## config.mk

```make
export PLATFORM = sky130hd
export DESIGN_NAME = aes_shift_rows_pipe
export DESIGN_NICKNAME = d
export VERILOG_FILES = /design/src/rtl/aes_pkg.sv /design/src/rtl/aes_shift_rows_lane.sv /design/src/rtl/aes_shift_rows_pipe.sv
export SDC_FILE = /design/constraint.sdc
export NUM_CORES = 1
export LEC_CHECK = 0
export BUFFER_PORTS_ARGS = -buffer_cell sky130_fd_sc_hd__buf_2
export CORE_ASPECT_RATIO = 1.2
export CORE_MARGIN = 3
export CORE_UTILIZATION = 47
export CTS_BUF_LIST = sky130_fd_sc_hd__clkbuf_4
export CTS_CLUSTER_DIAMETER = 150
export DETAILED_ROUTE_END_ITERATION = 8
export GPL_ROUTABILITY_DRIVEN = 0
export PLACE_DENSITY = 0.83
export REMOVE_ABC_BUFFERS = 1
export SYNTH_ARGS = -nofsm -noshare
export SYNTH_HDL_FRONTEND = slang
export SYNTH_SLANG_ARGS = --single-unit
```

## constraint.sdc

```tcl
create_clock -name clk_i -period 1.6 [get_ports clk_i]
set_clock_uncertainty 0.15 [all_clocks]
set_input_delay 0.16 -clock clk_i [delete_from_list [all_inputs] [get_ports clk_i]]
set_output_delay 0.16 -clock clk_i [all_outputs]
set_load 0.01 [all_outputs]
```

## src/rtl/aes_pkg.sv

```systemverilog
// -----------------------------------------------------------------------------
// aes_pkg
// Shared AES datapath types and helpers.
//   ciph_op_e            : cipher direction (FWD / INV)
//   AES_STATE_W          : width of one AES state (128)
//   AES_ROW_W            : width of one state row (32)
//   aes_circ_byte_shift  : rotate a 32-bit row by whole bytes
//   aes_fwd_shift_rows   : ShiftRows on one state
//   aes_inv_shift_rows   : InvShiftRows on one state
// -----------------------------------------------------------------------------
package aes_pkg;

    localparam int unsigned AES_STATE_W = 128;
    localparam int unsigned AES_ROW_W   = 32;

    typedef enum logic [1:0] {
        CIPH_FWD = 2'b01,
        CIPH_INV = 2'b10
    } ciph_op_e;

    // Output byte c takes input byte (c - shift) mod 4.
    function automatic logic [AES_ROW_W-1:0] aes_circ_byte_shift(
        input logic [AES_ROW_W-1:0] in,
        input logic [1:0]           shift
    );
        logic [AES_ROW_W-1:0] out;
        logic [1:0]           src;
        out = '0;
        for (int unsigned c = 0; c < 4; c++) begin
            src               = 2'(c) - shift;
            out[8*c +: 8]     = in[8*src +: 8];
        end
        return out;
    endfunction

    // Row r: out[c] = in[(c + r) mod 4], i.e. byte shift of -r.
    function automatic logic [AES_STATE_W-1:0] aes_fwd_shift_rows(
        input logic [AES_STATE_W-1:0] in
    );
        logic [AES_STATE_W-1:0] out;
        out = '0;
        for (int unsigned r = 0; r < 4; r++) begin
            out[AES_ROW_W*r +: AES_ROW_W] =
                aes_circ_byte_shift(in[AES_ROW_W*r +: AES_ROW_W], 2'(4 - r));
        end
        return out;
    endfunction

    // Row r: out[c] = in[(c - r) mod 4], i.e. byte shift of +r.
    function automatic logic [AES_STATE_W-1:0] aes_inv_shift_rows(
        input logic [AES_STATE_W-1:0] in
    );
        logic [AES_STATE_W-1:0] out;
        out = '0;
        for (int unsigned r = 0; r < 4; r++) begin
            out[AES_ROW_W*r +: AES_ROW_W] =
                aes_circ_byte_shift(in[AES_ROW_W*r +: AES_ROW_W], 2'(r));
        end
        return out;
    endfunction

endpackage

```

## src/rtl/aes_shift_rows_lane.sv

```systemverilog
// -----------------------------------------------------------------------------
// aes_shift_rows_lane
// Combinational ShiftRows / InvShiftRows of a single 128-bit state.
//   op_i      : ciph_op_e; anything other than CIPH_INV permutes forward
//   data_i    : input state, row r at [32*r +: 32]
//   data_c_o  : permuted state (combinational)
// -----------------------------------------------------------------------------
module aes_shift_rows_lane
    import aes_pkg::*;
(
    input  logic [1:0]             op_i,
    input  logic [AES_STATE_W-1:0] data_i,
    output logic [AES_STATE_W-1:0] data_c_o
);

    // Only the explicit INV encoding selects the inverse permutation.
    always_comb begin
        data_c_o = aes_fwd_shift_rows(data_i);
        if (op_i == CIPH_INV) begin
            data_c_o = aes_inv_shift_rows(data_i);
        end
    end

endmodule

```

## src/rtl/aes_shift_rows_pipe.sv

```systemverilog
// -----------------------------------------------------------------------------
// aes_shift_rows_pipe
// Pipelined multi-lane ShiftRows / InvShiftRows with valid/ready handshake.
// Optional feature macro: AES_SHIFT_ROWS_CNT_EN (accepted-beat counter).
//   clk_i        : clock
//   rst_i        : synchronous active-high reset
//   flush_i      : clears all in-flight beats, blocks input this cycle
//   op_i         : ciph_op_e, sampled with the input beat
//   in_valid_i   : input beat valid
//   in_ready_o   : input beat accepted when in_valid_i && in_ready_o
//   data_i       : NumLanes states, lane l at [128*l +: 128]
//   out_valid_o  : output beat valid
//   out_ready_i  : downstream ready
//   data_o       : permuted states, same lane layout as data_i
//   beat_cnt_o   : saturating accepted-beat count (0 without the macro)
// -----------------------------------------------------------------------------
module aes_shift_rows_pipe
    import aes_pkg::*;
#(
    parameter int unsigned NumLanes  = 1,
    parameter int unsigned PipeDepth = 1
) (
    input  logic                            clk_i,
    input  logic                            rst_i,
    input  logic                            flush_i,
    input  logic [1:0]                      op_i,
    input  logic                            in_valid_i,
    output logic                            in_ready_o,
    input  logic [AES_STATE_W*NumLanes-1:0] data_i,
    output logic                            out_valid_o,
    input  logic                            out_ready_i,
    output logic [AES_STATE_W*NumLanes-1:0] data_o,
    output logic [31:0]                     beat_cnt_o
);

    localparam int unsigned DataW = AES_STATE_W * NumLanes;

    // Per-lane permutation feeding stage 0.
    logic [DataW-1:0] perm_c;

    for (genvar l = 0; l < NumLanes; l++) begin : g_lane
        aes_shift_rows_lane u_lane (
            .op_i     (op_i),
            .data_i   (data_i[AES_STATE_W*l +: AES_STATE_W]),
            .data_c_o (perm_c[AES_STATE_W*l +: AES_STATE_W])
        );
    end

    logic [PipeDepth-1:0] valid_q;
    logic [PipeDepth-1:0] valid_d;
    logic [DataW-1:0]     data_q [PipeDepth];
    logic [DataW-1:0]     data_d [PipeDepth];
    logic [PipeDepth-1:0] ready_c;
    logic [PipeDepth-1:0] load_c;

    for (genvar k = 0; k < PipeDepth; k++) begin : g_stage
        logic             src_valid;
        logic [DataW-1:0] src_data;

        if (k == 0) begin : g_head
            assign src_valid = in_valid_i;
            assign src_data  = perm_c;
        end else begin : g_body
            assign src_valid = valid_q[k-1];
            assign src_data  = data_q[k-1];
        end

        // Stage k is blocked only if it and every later stage hold a beat and
        // the sink is stalled; flattened so there is no combinational chain.
        assign ready_c[k] = ~((&valid_q[PipeDepth-1:k]) & ~out_ready_i);

        // Data only moves with a real beat so empty stages keep their contents.
        assign load_c[k]  = ready_c[k] & src_valid & ~flush_i;
        assign valid_d[k] = flush_i    ? 1'b0      :
                            ready_c[k] ? src_valid : valid_q[k];
        assign data_d[k]  = load_c[k] ? src_data : data_q[k];
    end

    // Pipeline registers.
    always_ff @(posedge clk_i) begin
        if (rst_i) begin
            valid_q <= '0;
            for (int unsigned k = 0; k < PipeDepth; k++) begin
                data_q[k] <= '0;
            end
        end else begin
            valid_q <= valid_d;
            for (int unsigned k = 0; k < PipeDepth; k++) begin
                data_q[k] <= data_d[k];
            end
        end
    end

    assign in_ready_o  = ready_c[0] & ~flush_i;
    assign out_valid_o = valid_q[PipeDepth-1];
    assign data_o      = data_q[PipeDepth-1];

`ifdef AES_SHIFT_ROWS_CNT_EN
    logic [31:0] beat_cnt_q;
    logic [31:0] beat_cnt_d;

    // Saturating count of accepted input beats; flush does not clear it.
    always_comb begin
        beat_cnt_d = beat_cnt_q;
        if (in_valid_i && in_ready_o && (beat_cnt_q != 32'hFFFF_FFFF)) begin
            beat_cnt_d = beat_cnt_q + 32'd1;
        end
    end

    always_ff @(posedge clk_i) begin
        if (rst_i) begin
            beat_cnt_q <= '0;
        end else begin
            beat_cnt_q <= beat_cnt_d;
        end
    end

    assign beat_cnt_o = beat_cnt_q;
`else
    assign beat_cnt_o = 32'h0;
`endif

endmodule

```

**After elaboration in Yosys (flattened, before gate mapping)**

Memories as Yosys holds them, arrays and structs flattened.
Cells that the tools add are included.

- Equality and inequality tests: 1
- Muxes and demuxes: 7
- Bitwise operators: 7
- Reductions and logical operators: 2

Operators by type and width:

| operator | count |
|---|---|
| $mux 128 | 3 |
| $reduce_or 128->1 | 1 |
| $and 1x1->1 | 4 |
| $mux 1 | 4 |
| $not 1->1 | 3 |
| $eq 2x2->1 const B | 1 |
| $reduce_or 2->1 | 1 |

- Bits in registers: 1
- RAM bits: 128
- Word-level logic and storage cells: 19
- Memories: 1

Memories:

| name | words | bits a word | rd ports | clocked after memory_dff | write ports | RTL line | source |
|---|---|---|---|---|---|---|---|
| data_q | 1 | 128 | 1 | 0 | 1 | aes_shift_rows_pipe.sv:51 | `logic [DataW-1:0] data_q [PipeDepth];` |

**Longest topological paths before layout**

- Depth after elaboration: 7
- Depth in mapped cells: 5
- Depth with buffers taken out: 3

**Cells and area by module**

From an unflattened synthesis, not the netlist that was laid out.

- Cells, all modules: 731
- Area, all modules: 7599.8 um2

Modules (own cells, without submodules):

| module | times used | cells an instance | area each (um2) |
|---|---|---|---|
| aes_shift_rows_pipe | 1 | 593 | 6133.4 |
| aes_shift_rows_lane | 1 | 138 | 1466.4 |

**Least setup slack after synthesis**

No wires, ideal clock.

- Path kind: flip-flop to flip-flop
- From: register valid_q, in the netlist out_valid_o
- To: memory data_q[0][102] (netlist bit)
- Setup time: 0.145 ns
- Arrival: 1.138 ns
- Setup slack: 0.167 ns
- Stages on the path, launching flop included: 6
- Buffers on the path: 2
- Period minus slack after synthesis: 1.433 ns
- Cells stage by stage: dfxtp_1 -> nor2b_2 -> buf_4 -> nor2_4 -> buf_4 -> a311oi_2

- Longest elaborated chain between the ends: 6

RTL lines:

| element | RTL line | source |
|---|---|---|
| start, declared | aes_shift_rows_pipe.sv:49 | `logic [PipeDepth-1:0] valid_q;` |
| start signal, assigned | aes_shift_rows_pipe.sv:87 | `valid_q <= valid_d;` |
| $and 1x1->1 | aes_shift_rows_pipe.sv:70 | `assign ready_c[k] = ~((&valid_q[PipeDepth-1:k]) & ~out_ready_i);` |
| $not 1->1 | aes_shift_rows_pipe.sv:70 |  |
| $and 1x1->1 (2 in a row) | aes_shift_rows_pipe.sv:73 | `assign load_c[k] = ready_c[k] & src_valid & ~flush_i;` |
| $mux 128 | - |  |
| $mux 128 (no source line) | - |  |
| end, declared | aes_shift_rows_pipe.sv:51 |  |

Every way passes these cells.

**Worst setup path after layout**

- From: register valid_q, in the netlist out_valid_o
- To: memory data_q[0][53] (netlist bit)

The elaborated chain is that of the path after synthesis.

==> results.json <==
{
  "path_cells": "nor2b_4 > buf_4 > buf_8 > nor2_4 > buf_12 > clkbuf_16 > a311oi_2",
  "rr_startpoint": "out_valid_o",
  "area_growth_syn_to_layout_pct": 64.4,
  "violations": "setup timing",
  "synth_top_area_share_pct": 44.8,
  "synth.avg_cell_area_um2": 8.28,
  "num-nets-final": 1229,
  "hold_path_depth": 5,
  "p_per_area_nw_per_um2": 833,
  "tritoncts": "built",
  "grt_pass1_wl_mm": 38.6,
  "synth_seq_cells": 129,
  "top_level_ports": 297,
  "worst_path_max_delay_cell": "dfxtp_2",
  "wl_per_cell_um": 21.6,
  "grt.overflow.total": 0,
  "power_mw": 7.89,
  "clk_latency_ps": 520,
  "grt_setup_unrepaired": "yes",
  "worst-setup-path-type": "reg -> reg",
  "timing.hold.ws_ps": 83.6,
  "htreeDepth": 4,
  "final_layout_size_suffix_gt1_share_pct": 36.7,
  "final_core_util_pct": 80.4,
  "finalWorstPathRequiredPeriod_ps": 1770,
  "hold_violations": 0,
  "final.period_utilization_pct": 111,
  "port_buffers": 264,
  "cp_slowest_stage_delay_ps": 360,
  "syn-cell-area_um2": 5760,
  "fp.dieArea_um2": 13600,
  "tightest_slew_ps": 638,
  "number_of_global_route_vias_before_repair": 7306,
  "cts.root.buffer_cell": "clkbuf_4",
  "post_synth_most_frequent_cells": "129 x dfxtp_1, 128 x a21oi_1, 128 x nand2_1, 64 x nand3_1, 46 x o21ai_0",
  "fin_setup_tns_ps": -4140,
  "grt_usage_pct": 35.5,
  "path_clk_slew_ps": 140,
  "reg2reg_to": "data_q[0][53]",
  "fmax_mhz": 565,
  "dp_hpwl_mm": 12.1,
  "finalSetupViolCount": 65,
  "synth_sequential_area_ratio_pct": 44.8,
  "number_of_cts_inserted_buffers": 17,
  "antenna_viol_nets_final": 0,
  "cp-end-kind": "flip-flop",
  "hold_start": "op_i[0]",
  "placement_rows": 43,
  "synth_async_sr_flop_share_pct": 0,
  "reg2regPathDepth": 7,
  "grt_max_degree": 65,
  "maxSlewViolCount": 0,
  "fp.dieH_um": 127,
  "path_max_fanout": 16,
  "p_leak_nw": 4.15,
  "setup_slack_reg_to_reg_ps": -170,
  "number_of_antenna_violations_at_the_first_check_in_global_routing": 1,
  "synth_top_cell_by_area": "dfxtp_1",
  "initial_utilization_pct": 48.9,
  "synth_top_flop_cell": "dfxtp_1",
  "ys_types": 21,
  "cts.path.max_buffers": 2,
  "post_dp_cell_area_um2": 7180,
  "drt_iter0_drc": 1180,
  "postRouteWirelength_mm": 27.4,
  "numClockSinks": 129,
  "netlist_top_cells_area": "dfxtp_1 45%, a21oi_1 11%, nand2_1 8.3%, a311oi_2 6.8%, a311oi_1 5.8%",
  "die_w_um": 107,
  "hp-class": "in -> reg",
  "cap_violations": 0,
  "netlist_instances": 696,
  "timing.critical_path.arrival_ps": 2030,
  "synth-warning-count": 0,
  "irDropWorstVdd_uv": 567,
  "router_iterations_before_antenna_repair": 6,
  "routed_via_density": 6.03,
  "most_frequently_used_cell_type_in_the_post_synthesis_netlist": "dfxtp_1",
  "post-route-cell-area_um2": 9470,
  "whs_endpoint": "data_q[0][112]",
  "run_status": "finished, violations left",
  "routed-via-count": 7634,
  "critPathLaunchType": "flip-flop",
  "coreArea_um2": 11800,
  "drt_drc_violations_left": 0,
  "synth-edff-count": 0,
  "worstPathRequired_ps": 1860,
  "slew-limit-headroom_pct": 57.4,
  "setup_ws_ps": -169
}
[metal layers]
layer	global-route usage (%)	vias to the layer above	wire length, um
met5	0	-	0
met4	19.3	0	1660
met3	11.6	163	3310
met2	60.7	719	13400
met1	38.7	3520	9010
li1	-	3232	-
[flip-flops by register name (all words and copies together), names as in the netlist]
name / flops
out_valid_o: 1
data_q: 128
[worst max-delay path: cells and delay by family, from the launching register on]
family / cells / cell delay (ps)
buf+inv: 4 / 630
flops: 1 / 360
compound gates: 1 / 270
simple gates: 2 / 230
[layout make-up]
class,instances,area (um^2)
antenna,1,2.50
clock buffer,17,128
clock inverter,15,193
fill,660,2310
multi-input combinational,490,2930
sequential,129,2580
tap,157,196
timing repair buffer,456,3440
[worst max-delay path by stage]
| stage | slack (ps) | startpoint | cells past startpoint | end |
|---|---|---|---|---|
| after global placement | 180 | out_valid_o | 4 | data_q[0][34] |
| after CTS | -50 | out_valid_o | 6 | data_q[0][62] |
| after detailed placement | 110 | out_valid_o | 4 | data_q[0][62] |
| after global routing | -230 | out_valid_o | 7 | data_q[0][53] |
| after floorplan | -3650 | flush_i | 3 | data_q[0][100] |
| final | -170 | out_valid_o | 7 | data_q[0][53] |
[placed cells by master (no fill, tap or decap), drive strengths merged]
cell          synthesis  routed
nor3                  1       1
buf                  86     302
nor2b                 3       3
bufinv                0       4
clkinv                0       9
bufbuf                0       1
clkbuf               22      21
a311oi               64      64
dfxtp               129     129
clkinvlp              0       2
nand3                64      64
o21ai                64      64
conb                  1      32
dlymetal6s4s          0       2
diode                 0       1
nor2                  3       3
nand2               128     128
a21oi               128     128
nand2b                3       3
dlygate4sd3           0     147
[timing repair]
| action | 4_1_cts | 5_1_grt |
|---|---|---|
| pin swaps | 0 | 4 |
| resized for setup | 5 | 48 |
| cloned | 2 | 5 |
| setup buffers | 4 | 2 |
| hold buffers | 149 | 0 |
| endpoints found under the hold margin | 129 | 0 |
| setup endpoints to repair | 1 | 92 |
[through the flow]
step           cells  setup WS [ps]
3_3_place_gp    1070            184
4_1_cts         1257          -49.7
3_5_place_dp    1070            108
5_1_grt         1265           -233
2_1_floorplan    619          -3650
6_report        1265           -169
[power breakdown]
group / switching (mW) / leakage (nW) / internal, mW
clock: 1.31 / 0.166 / 1.23
combinational: 0.985 / 2.93 / 0.846
sequential: 0.116 / 1.06 / 3.40
[cells by family (layout without fill, tap and decap cells)]
logic type,Yosys count,count (layout),share of synthesized area [%]
buffers and inverters,108,488,10.9
flip-flops,129,129,44.8
AO/OA/AOI/OAI,256,256,29.2
other,1,33,0.0651
AND/OR/NAND/NOR,202,202,15.0
Power figures use the tool's default switching activity.
